[src/rtl/audio_sample_sequencer.sv]
// -----------------------------------------------------------------------------
// audio_sample_sequencer
//
// Playback engine for the audio path. It steps through a ROM region
// [start_addr..end_addr] once per audio frame, either one-shot or looping,
// under a level-sensitive play/stop control. It hands scaled left/right
// samples and a valid flag to the serializer.
//
// Build option:
//   AUDIO_SEQ_FADE_EN - when defined, adds an 8-frame fade-in on start and an
//                       8-frame fade-out on stop. When undefined, starts and
//                       stops are abrupt.
//
// Ports:
//   DAC_LR_CLK    in   frame clock; all logic runs on its rising edge
//   reset         in   synchronous, active-low reset
//   play          in   level: 1 = run / keep running, 0 = stop
//   loop_en       in   1 = wrap at end_addr, 0 = one-shot (sampled at the end compare)
//   start_addr    in   first ROM address, latched at start
//   end_addr      in   last ROM address (inclusive), latched at start
//   vol_shift     in   arithmetic right-shift attenuation, sampled every frame
//   rom_addr      out  ROM address
//   rom_rden      out  ROM read enable
//   rom_q         in   ROM word, valid one frame after its address/rden
//   sample_l/_r   out  left/right samples
//   sample_valid  out  samples carry live playback data
//   busy          out  engine is not idle
//   done          out  one-frame pulse when a one-shot pass completes
// -----------------------------------------------------------------------------
module audio_sample_sequencer #(
    parameter int ADDR_W   = 18,
    parameter int DATA_W   = 16,
    parameter int CHANNELS = 1,
    parameter int VOL_W    = 4
) (
    input  logic                         DAC_LR_CLK,
    input  logic                         reset,
    input  logic                         play,
    input  logic                         loop_en,
    input  logic [ADDR_W-1:0]            start_addr,
    input  logic [ADDR_W-1:0]            end_addr,
    input  logic [VOL_W-1:0]             vol_shift,
    output logic [ADDR_W-1:0]            rom_addr,
    output logic                         rom_rden,
    input  logic [CHANNELS*DATA_W-1:0]   rom_q,
    output logic [DATA_W-1:0]            sample_l,
    output logic [DATA_W-1:0]            sample_r,
    output logic                         sample_valid,
    output logic                         busy,
    output logic                         done
);

    typedef enum logic [1:0] {
        ST_IDLE  = 2'd0,
        ST_PLAY  = 2'd1,
        ST_DRAIN = 2'd2
    } state_t;

    state_t              state_q, state_d;
    logic [ADDR_W-1:0]   start_lat_q, start_lat_d;
    logic [ADDR_W-1:0]   end_lat_q, end_lat_d;
    logic [ADDR_W-1:0]   rom_addr_q, rom_addr_d;
    logic                rom_rden_q, rom_rden_d;
    // Set after the first PLAY frame: from then on rom_q holds real data.
    logic                primed_q, primed_d;
    logic [DATA_W-1:0]   sample_l_q, sample_l_d;
    logic [DATA_W-1:0]   sample_r_q, sample_r_d;
    logic                sample_valid_q, sample_valid_d;
    logic                busy_q, busy_d;
    logic                done_q, done_d;

    logic [DATA_W-1:0]   raw_l_s;
    logic [DATA_W-1:0]   raw_r_s;
    logic [31:0]         shift_s;
    logic                stop_s;

    // Signed arithmetic right shift. Shifts of DATA_W or more give exactly
    // zero, so negative samples do not settle at -1.
    function automatic logic [DATA_W-1:0] scale(input logic [DATA_W-1:0] x,
                                                input logic [31:0]       sh);
        logic [DATA_W-1:0] res;
        if (sh >= 32'(DATA_W)) begin
            res = {DATA_W{1'b0}};
        end else begin
            res = DATA_W'($signed(x) >>> sh);
        end
        return res;
    endfunction

    generate
        if (CHANNELS == 2) begin : g_stereo
            assign raw_l_s = rom_q[2*DATA_W-1:DATA_W];
            assign raw_r_s = rom_q[DATA_W-1:0];
        end else begin : g_mono
            assign raw_l_s = rom_q[DATA_W-1:0];
            assign raw_r_s = rom_q[DATA_W-1:0];
        end
    endgenerate

`ifdef AUDIO_SEQ_FADE_EN
    // Fade stage: this many extra bits of attenuation are added on top of vol_shift.
    logic [3:0] fade_q, fade_d;
    assign shift_s = 32'(vol_shift) + 32'(fade_q);
    // A stop request takes effect only after the fade-out has fully completed.
    assign stop_s  = !play && (fade_q == 4'd8);
`else
    assign shift_s = 32'(vol_shift);
    assign stop_s  = !play;
`endif

    // Next-state and next-output computation for the playback FSM.
    always_comb begin
        state_d        = state_q;
        start_lat_d    = start_lat_q;
        end_lat_d      = end_lat_q;
        rom_addr_d     = rom_addr_q;
        rom_rden_d     = rom_rden_q;
        primed_d       = primed_q;
        busy_d         = busy_q;
        sample_l_d     = {DATA_W{1'b0}};
        sample_r_d     = {DATA_W{1'b0}};
        sample_valid_d = 1'b0;
        done_d         = 1'b0;
`ifdef AUDIO_SEQ_FADE_EN
        fade_d         = fade_q;
`endif
        case (state_q)
            ST_IDLE: begin
                if (play) begin
                    start_lat_d = start_addr;
                    // An inverted range collapses to a single address.
                    end_lat_d   = (end_addr < start_addr) ? start_addr : end_addr;
                    rom_addr_d  = start_addr;
                    rom_rden_d  = 1'b1;
                    busy_d      = 1'b1;
                    primed_d    = 1'b0;
                    state_d     = ST_PLAY;
`ifdef AUDIO_SEQ_FADE_EN
                    fade_d      = 4'd8;
`endif
                end else begin
                    rom_rden_d  = 1'b0;
                    busy_d      = 1'b0;
                end
            end
            ST_PLAY: begin
                if (stop_s) begin
                    rom_rden_d = 1'b0;
                    busy_d     = 1'b0;
                    primed_d   = 1'b0;
                    state_d    = ST_IDLE;
                end else begin
                    primed_d       = 1'b1;
                    sample_valid_d = primed_q;
                    if (primed_q) begin
                        sample_l_d = scale(raw_l_s, shift_s);
                        sample_r_d = scale(raw_r_s, shift_s);
                    end else begin
                        sample_l_d = {DATA_W{1'b0}};
                        sample_r_d = {DATA_W{1'b0}};
                    end
`ifdef AUDIO_SEQ_FADE_EN
                    if (!play) begin
                        fade_d = fade_q + 4'd1;
                    end else if (primed_q && (fade_q != 4'd0)) begin
                        fade_d = fade_q - 4'd1;
                    end else begin
                        fade_d = fade_q;
                    end
`endif
                    if (rom_addr_q != end_lat_q) begin
                        rom_addr_d = rom_addr_q + ADDR_W'(1'b1);
                    end else if (loop_en) begin
                        // Seamless wrap: the next frame reads start with no gap.
                        rom_addr_d = start_lat_q;
                    end else begin
                        rom_rden_d = 1'b0;
                        state_d    = ST_DRAIN;
                    end
                end
            end
            ST_DRAIN: begin
                // The ROM word of the final address arrives now.
                sample_valid_d = 1'b1;
                sample_l_d     = scale(raw_l_s, shift_s);
                sample_r_d     = scale(raw_r_s, shift_s);
                done_d         = 1'b1;
                primed_d       = 1'b0;
                state_d        = ST_IDLE;
            end
            default: begin
                rom_rden_d = 1'b0;
                busy_d     = 1'b0;
                primed_d   = 1'b0;
                state_d    = ST_IDLE;
            end
        endcase
    end

    // State and registered outputs; reset is synchronous and active-low.
    always_ff @(posedge DAC_LR_CLK) begin
        if (!reset) begin
            state_q        <= ST_IDLE;
            start_lat_q    <= {ADDR_W{1'b0}};
            end_lat_q      <= {ADDR_W{1'b0}};
            rom_addr_q     <= {ADDR_W{1'b0}};
            rom_rden_q     <= 1'b0;
            primed_q       <= 1'b0;
            sample_l_q     <= {DATA_W{1'b0}};
            sample_r_q     <= {DATA_W{1'b0}};
            sample_valid_q <= 1'b0;
            busy_q         <= 1'b0;
            done_q         <= 1'b0;
`ifdef AUDIO_SEQ_FADE_EN
            fade_q         <= 4'd0;
`endif
        end else begin
            state_q        <= state_d;
            start_lat_q    <= start_lat_d;
            end_lat_q      <= end_lat_d;
            rom_addr_q     <= rom_addr_d;
            rom_rden_q     <= rom_rden_d;
            primed_q       <= primed_d;
            sample_l_q     <= sample_l_d;
            sample_r_q     <= sample_r_d;
            sample_valid_q <= sample_valid_d;
            busy_q         <= busy_d;
            done_q         <= done_d;
`ifdef AUDIO_SEQ_FADE_EN
            fade_q         <= fade_d;
`endif
        end
    end

    assign rom_addr     = rom_addr_q;
    assign rom_rden     = rom_rden_q;
    assign sample_l     = sample_l_q;
    assign sample_r     = sample_r_q;
    assign sample_valid = sample_valid_q;
    assign busy         = busy_q;
    assign done         = done_q;

endmodule

[config.mk]
export PLATFORM = sky130hd
export DESIGN_NAME = audio_sample_sequencer
export DESIGN_NICKNAME = d
export VERILOG_FILES = /design/src/rtl/audio_sample_sequencer.sv
export SDC_FILE = /design/constraint.sdc
export NUM_CORES = 1
export LEC_CHECK = 0
export CORE_MARGIN = 8
export CORE_UTILIZATION = 50
export CTS_CLUSTER_DIAMETER = 100
export DETAILED_ROUTE_END_ITERATION = 10
export GPL_TIMING_DRIVEN = 0
export PLACE_DENSITY_LB_ADDON = 0.3
export SYNTH_ARGS = -nofsm -noshare
export SYNTH_HDL_FRONTEND = slang
export SYNTH_SLANG_ARGS = --single-unit
[constraint.sdc]
create_clock -name DAC_LR_CLK -period 5.92 [get_ports DAC_LR_CLK]
set_input_delay 1.48 -clock DAC_LR_CLK [delete_from_list [all_inputs] [get_ports DAC_LR_CLK]]
set_output_delay 1.48 -clock DAC_LR_CLK [all_outputs]
set_load 0.05 [all_outputs]
==> run summary, run 1 <==
The flow ran to the end, and the final reports show no timing, DRC or antenna violations. Registers are responsible for 43.4% of the overall power. In this run the critical register-to-register path is launched from rom_addr[0]$_SDFFE_PN0P_. Wire length of the first global-routing pass: 24090 um. For the detailed-route DRC error count, the log shows 0. Hold repair after CTS inserted 0 buffers.

The number of antenna violations at the first check in global routing was 0; the TritonCTS buffer count was 9. The critical path in this run is classified as in -> reg. The endpoint identified for the worst register-to-register timing path is rom_addr[15]$_SDFFE_PN0P_. After clock tree synthesis, the setup repair step added 0 buffers. The aggregate global routing overflow was 0. Before CTS, the worst setup slack after placement is 1.819 ns. Port buffering added 111 buffers. sky130_fd_sc_hd__dfxtp_1 takes more of the synthesized area than any other cell. Yosys mapped a number of flops with a built-in enable equal to 0.

The worst hold path passes through 2 cells. The total of warnings raised by yosys is 0. The first detailed-routing pass ran for 5 iterations. Summed over all nets, the half-perimeter wirelength after detailed placement is 11820 um. The via count of the first global-routing pass is 4816.

The kind of cell with the highest combined delay along the critical path is buffers and inverters. Across all hold checks on the routed design, the worst slack comes to 0.4534 ns. The tools report the sort of element at the end of the critical path as a register.

The clock network is responsible for 26.0% of the overall power. The logic depth of the worst register-to-register path was 6. The worst setup path is launched from an input pin. 114 I/O pins were placed. Net switching is 36.14% of the power. Entering global routing, the biggest net connects 14 pins. The number of nets at the end of the flow is 790, and the height of the die is 113.8 um. In this run, the number of DRC markers left after iteration 0 of detailed routing was 336. Data on the critical path is required at its endpoint by 6.15 ns. Most used flip-flop cell after synthesis: sky130_fd_sc_hd__dfxtp_1. The path with the worst hold slack has its endpoint at start_lat_q[13]$_SDFFE_PN0P_. The number of buffers on the longest clock path was 2; the share of synthesized registers carrying an async set or reset was 0%. The tools report the launch instance of the worst min-delay path as start_lat_q[13]$_SDFFE_PN0P_.

Data on the critical path arrives at its endpoint at 4.00 ns. The run gives 60.22% as the tightest slew margin relative to the limit. The internal portion of the total power is 0.8818 mW. At the later pin of the worst-skew pair, clock insertion delay measures 0.36 ns. The maximum achievable frequency was 265.1 MHz; the number of buffer and inverter stages on the critical path was 4. Time the worst path needs with I/O delays and setup: 3.772 ns. For this design the total switching power over the nets is 0.4990 mW. In this run the mean area of a mapped cell was 8.147 um2. In the post-route analysis, the smallest setup slack over all paths is 2.148 ns.

The count of clock tree sinks was 77. The run gives 0.0001177 V as the maximum vdd ir drop. CTS built an H-tree with a depth of 3. The summed negative setup slack over all endpoints is 0 ns, and the max-slew violation count is 0. In this run the worst path has a maximum fanout of 10.

The repair_antennas step left the layout with diodes totalling 0. The total count of hold-check failures in the final report came out at 0. In the synthesized netlist, the cells that appear most often are sky130_fd_sc_hd__dfxtp_1, sky130_fd_sc_hd__nand2_1, sky130_fd_sc_hd__a21oi_1. In this run the standard cell core region covers 9240 um2.

The run gives 30.6% as the share of total power in combinational logic. At the pin with the least slew margin, the transition time is 0.5967 ns. In the post-synthesis netlist, the cell with the most instances is sky130_fd_sc_hd__dfxtp_1. The standard cell with the maximum stage delay on the critical path is sky130_fd_sc_hd__clkdlybuf4s50_1.

Setup repair after global routing left no endpoint under its margin. Once placement completed, the tool counted placed cells totaling 827. TritonCTS built the clock tree. The synthesized design contains 77 register bits. The routed design has 15230 um of wire. Across every metal layer, demand over resource in global routing totals 23.07%. After synthesis, the cell types taking the most area are sky130_fd_sc_hd__dfxtp_1, sky130_fd_sc_hd__mux2i_1, sky130_fd_sc_hd__a21oi_1. The number of vias per cell after detailed routing was 5.853. The detail route stage leaves a number of antenna-violating nets equal to 0.

The total number of placement rows is 35. Across the routed clock network, the largest skew measured is 0.01987 ns. Leakage component of the power: 2.398 nW. After synthesis, flip-flops and latches occupy 32.23% of the total area. The logs give 668 for the net count after synthesis and 587 for the count of mapped cells out of synthesis. The routed via count was 4934.

The congestion estimate from routability-driven global placement came to 0.9313. The cell that appears most often on the critical path is sky130_fd_sc_hd__buf_2. The tools report the root buffer cell as sky130_fd_sc_hd__clkbuf_8.

In this run the worst hold path is classified as reg -> reg. Setup violations remaining at the end of the flow were counted as 0. For the slack of the worst reg-to-reg path, the log shows 3.34 ns. Once the clock tree was built, the resizer swapped 0 gates to a different size. The most critical setup path has its startpoint at start_addr[9]. Clock-pin slew was measured on the worst setup and hold paths at 0.08 ns.

Dividing the final minimum period by the clock period gives 63.72%. For this run, the share of the core covered by cells in the final layout is 67.34%. Yosys mapped the design onto 46 distinct sky130hd cell types.

The ratio of cells with drive above 1 in the final layout works out to 7.703%. The synthesized netlist occupies a cell area of 4782 um2. The floorplan die area was 12950 um2; the average routed wire per standard cell was 18.06 um.

The tools report the number of max-cap violations as 0. The finished layout holds 843 standard cells, fillers aside. The effective utilization at floorplan came out at 51.75%. On the worst path, the slowest cell contributes a delay of 0.54 ns. For this design the ratio of total power to cell area is 221.9 nW/um2. The die is 113.8 um wide. Relative to the synthesized area, the layout overhead comes to 30.12%.

The critical path goes through clkdlybuf4s50_1, inv_1, ha_1, nand4_1, a31oi_1, o221ai_1, nand3_1, buf_2, buf_2, mux2i_1, a21oi_1. The share of synthesized area in the top cell type comes to 32.23%.
[logic make-up after synthesis]
family | synth area share (%)
fa+ha+maj | 5.494
buf+inv | 8.635
simple gates | 15.41
xor+xnor | 6.227
flops | 32.23
mux | 10.26
compound gates | 21.74
[flip-flops by register name (all words and copies together), names as in the netlist]
name / flops
sample_valid: 1
primed_q: 1
rom_rden: 1
rom_addr: 18
busy: 1
start_lat_q: 18
sample_r: 16
done: 1
end_lat_q: 18
state_q: 2
[layer usage]
metal	global-route usage [%]	wire length, um	vias to the layer above
li1	-	-	2322
met1	29.01	6514	2330
met2	36.41	6912	250
met3	5.864	1455	32
met4	10.29	343	0
met5	0	0	-
[how the worst max path moves through the flow]
stage                                            end  slack, ns  depth (start not counted)
after floorplan           end_lat_q[10]$_SDFFE_PN0P_       2.75                         10
after global routing      end_lat_q[10]$_SDFFE_PN0P_       1.95                         11
final                     end_lat_q[12]$_SDFFE_PN0P_       2.15                         11
after detailed placement   end_lat_q[9]$_SDFFE_PN0P_       1.82                         11
after CTS                 end_lat_q[14]$_SDFFE_PN0P_       2.17                         11
after global placement    end_lat_q[13]$_SDFFE_PN0P_       1.82                         11
[layout make-up]
| type | count | area (um2) |
|---|---|---|
| Tap cell | 129 | 161.4 |
| Buffer | 58 | 300.3 |
| Timing Repair Buffer | 111 | 1111 |
| Sequential cell | 77 | 1541 |
| Inverter | 30 | 112.6 |
| Multi-Input combinational cell | 422 | 2828 |
| Clock inverter | 5 | 36.28 |
| Fill cell | 776 | 3018 |
| Clock buffer | 11 | 131.4 |
[power groups by stage]
stage               logic [mW]  clock network, mW  registers (mW)
finish                   0.422              0.360           0.599
global route             0.453              0.379           0.602
CTS                      0.416              0.360           0.596
detailed placement       0.415                  0           0.608
global placement         0.403                  0           0.607
floorplan                0.218                  0           0.651
[tightest hold or removal path, delay by kind of cell, from the launching register on]
kind / cells / cell delay [ns]
compound gates: 1 / 0.05
simple gates: 1 / 0.05
flops: 1 / 0.31
[stage by stage]
step	instance area (um2)	total power, mW
after floorplan	4782	0.8684
final	6222	1.381
after detailed placement	6055	1.023
after CTS	6222	1.373
after global routing	6222	1.434
after global placement	6055	1.010
[cells in the final DEF, fill, tap and decap left out, drive strengths merged, types with 21 or more instances in the layout]
cell,count
clkdlybuf4s50,111
dfxtp,77
nand2,62
a21oi,56
o21ai,48
clkbuf,43
mux2i,31
inv,29
buf,26
nor2,24
nand3,22
ha,21
Power figures use the tool's default switching activity.
==> run 2, diff against run 1 <==
- CORE_UTILIZATION: 50 -> 46
- clock period: 5.92 -> 3.2 ns (I/O delays scaled with it)
==> run summary, run 2 (synthesis gave the netlist of run 1 again) <==
The run gives 10230 um2 (was 9240 um2) as the placeable core area. For the total global routing track utilization, the log shows 22.23% (was 23.07%). For the total count of hold-check failures in the final report, the log shows 0 (unchanged).

Critical path cell sequence: clkdlybuf4s50_1, inv_1, ha_1, nand4_1, nor2_1, o221ai_1, nand3_1, buf_2, buf_4, mux2i_1, a21oi_1 (was clkdlybuf4s50_1, inv_1, ha_1, nand4_1, a31oi_1, o221ai_1, nand3_1, buf_2, buf_2, mux2i_1, a21oi_1). The run gives 0 (unchanged) as the post-CTS resize count. The die span in x was 118.0 um (was 113.8 um).

The cts-stage hold buffer count is 0 (unchanged). Setup repair after global routing left no endpoint under its margin. The smallest clock period supported by the final layout is computed as 3.036 ns.

The final setup violation count came out at 0 (unchanged). The launch instance of the worst min-delay path is start_lat_q[8]$_SDFFE_PN0P_ (was start_lat_q[13]$_SDFFE_PN0P_). The logs give 4941 (was 4816) for the via count of the first global-routing pass and 0.0002244 V (was 0.0001177 V) for the maximum vdd ir drop. The tools report the post-place setup slack as -0.2611 ns (was 1.819 ns). The root buffer cell is sky130_fd_sc_hd__clkbuf_8 (unchanged). The number of DRC markers in iteration 0 is 432 (was 336), and the detailed-placement wirelength estimate is 12130 um (was 11820 um). The maximum number of pins on one net before global-route repair was 13 (was 14). The logic depth of the worst register-to-register path is 6 (unchanged), and the final hold slack is 0.4578 ns (was 0.4534 ns). The fraction of the cycle the final worst path needs is 94.87%.

TritonCTS built the clock tree. The slack of the worst reg-to-reg path was 0.61 ns (was 3.34 ns). The clock edge transition at the registers on the reported setup and hold paths came out at 0.07 ns (was 0.08 ns).

The flow ran to the end, and the final reports show no timing, DRC or antenna violations. The critical path class is in -> reg (unchanged). The tools report the number of buffers on the longest clock path as 2 (unchanged).

The run gives 947 (was 776) as the number of fillers in the final layout. Static timing analysis puts the maximum clock frequency at 329.4 MHz. The logs give 37 (was 35) for the total number of placement rows and 0 (unchanged) for the number of antenna violations at the first check in global routing. The number of nets at the end of the flow came out at 790 (unchanged).

The top-level I/O count was 114 (unchanged); the number of vias per cell after detailed routing was 5.714 (was 5.853). Destination of the worst hold path: start_lat_q[8]$_SDFFE_PN0P_ (was start_lat_q[13]$_SDFFE_PN0P_). The run gives 3.43 ns (was 6.15 ns) as the required time at the worst-slack endpoint. The tools report the CTS H-tree depth as 3 (unchanged). The startpoint type of the worst setup path is an input pin (unchanged).

Count of clock tree sinks: 77 (unchanged). The endpoint of the worst register-to-register path was rom_addr[15]$_SDFFE_PN0P_ (unchanged). The effective utilization at floorplan is 46.74% (was 51.75%), and the number of detailed-routing iterations run before antenna repair is 5 (unchanged). The wire length of the first global-routing pass was 25160 um (was 24090 um); the ratio of cells with drive above 1 in the final layout was 7.714% (was 7.703%). The run gives 9 (unchanged) as the TritonCTS buffer count. Type of the tightest min-delay check: reg -> reg (unchanged). For the final clock skew, the log shows 0.01196 ns (was 0.01987 ns). The number of port buffers was 111 (unchanged); the floorplan die area was 13910 um2 (was 12950 um2).

The sort of element at the end of the critical path was a register (unchanged). The largest fanout on the critical path works out to 10 (unchanged). The standard cell with the maximum stage delay on the critical path was sky130_fd_sc_hd__clkdlybuf4s50_1 (unchanged). The logs give 1541 um2 (unchanged) for the area taken by flip-flops and latches and 0 (unchanged) for the number of max-cap violations. The multi-input logic area came out at 2828 um2 (unchanged). The delay of the slowest critical-path stage came out at 0.60 ns (was 0.54 ns).

The run gives 4851 (was 4934) as the routed via count. The tools report the tightest slew margin relative to the limit as 59.81% (was 60.22%). The most common cell after layout, fill and taps aside was sky130_fd_sc_hd__clkdlybuf4s50_1 (unchanged).

The logs give 3.27 ns (was 4.00 ns) for the data arrival time of the worst path and 2.428 nW (was 2.398 nW) for the leakage component of the power. The aggregate global routing overflow is 0 (unchanged). The tools report the total length of routed wires as 15570 um (was 15230 um). The height of the die was 118.0 um (was 113.8 um); the average routed wire per standard cell was 18.33 um (was 18.06 um). Post-CTS repair timing setup buffer count: 0 (unchanged). Transition time at the pin with the least slew margin: 0.6028 ns (was 0.5967 ns). The synthesis-to-layout area growth works out to 31.32% (was 30.12%). Commonest non-fill, non-tap cells in the layout: sky130_fd_sc_hd__clkdlybuf4s50_1, sky130_fd_sc_hd__dfxtp_1, sky130_fd_sc_hd__nand2_1 (unchanged). The diode insertion count for antenna repair was 0 (unchanged).

The placer congestion estimate was 0.9645 (was 0.9313). The startpoint of the worst register-to-register path was rom_addr[0]$_SDFFE_PN0P_ (unchanged). The logs give 0.36 ns (about the same) for the source-to-sink clock delay at the later pin of the worst-skew pair and 0 (unchanged) for the max-slew violation count.

The tools report the final antenna-violating net count as 0 (unchanged). The hold path depth was 2 (unchanged). The run gives 0.1643 ns (was 2.148 ns) as the worst setup slack after layout. The cell area power density was 431.1 nW/um2 (was 221.9 nW/um2). The logs give 6280 um2 (was 6222 um2) for the design area and 6063 um2 (was 6055 um2) for the post-placement cell area. The total power was 2.707 mW (was 1.381 mW); the detailed-route DRC error count was 0 (unchanged).
[run 2: changes by cell type in the layout (fill, tap and decap cells not counted)]
cell,delta
sky130_fd_sc_hd__bufinv_16,+2
sky130_fd_sc_hd__inv_6,-1
sky130_fd_sc_hd__clkbuf_8,+1
sky130_fd_sc_hd__clkbuf_1,-1
sky130_fd_sc_hd__clkinvlp_4,-2
sky130_fd_sc_hd__buf_4,+1
sky130_fd_sc_hd__buf_2,-1
[run 2: worst max-delay path, delay by kind of cell]
kind                       cells  cell delay (ns)
AOI/OAI and AO/OA              2             0.24
adders and majority gates      1             0.31
buffers and inverters          4             1.21
muxes                          1             0.24
and+or+nand+nor                3             0.43
[run 2: how the worst max path moves through the flow]
| stage | start | endpoint | slack (ns) | cells after the start |
|---|---|---|---|---|
| after floorplan | start_addr[9] | end_lat_q[10]$_SDFFE_PN0P_ | 0.71 | 10 |
| after global placement | start_addr[17] | end_lat_q[12]$_SDFFE_PN0P_ | -0.27 | 11 |
| after detailed placement | start_addr[17] | end_lat_q[13]$_SDFFE_PN0P_ | -0.26 | 11 |
| after CTS | start_addr[17] | end_lat_q[13]$_SDFFE_PN0P_ | 0.08 | 11 |
| after global routing | start_addr[17] | end_lat_q[11]$_SDFFE_PN0P_ | 0.003 | 11 |
| final | start_addr[17] | end_lat_q[13]$_SDFFE_PN0P_ | 0.16 | 11 |
[run 2: routing by layer]
layer	vias to the layer above	share of wire (%)	wire (um)	track usage (%)
li1	2321	-	-	-
met1	2276	41	6435	26.80
met2	236	48	7451	36.98
met3	18	9.2	1437	6.235
met4	0	1.6	242	7.926
met5	-	0	0	0
[run 2: where the power goes]
group	internal [mW]	switching (mW)	total, mW
Combinational	0.320	0.461	0.781
Sequential	1.03	0.0801	1.11
Clock	0.455	0.362	0.818
[run 2: final cells by class]
cell class,instances,area share [%]
multi-input combinational,422,45.03
sequential,77,24.55
timing repair buffer,111,17.69
buffer,58,4.822
tap,136,2.710
clock buffer,11,2.251
inverter,30,1.793
clock inverter,4,1.156
[run 2: stage by stage]
step	util (%)	std cells	TNS, ns
2_1_floorplan	-	587	0
3_3_place_gp	59.26	834	-2.487
3_5_place_dp	59.26	834	-2.452
4_1_cts	61.36	849	0
5_1_grt	61.38	849	0
6_report	61.38	849	0
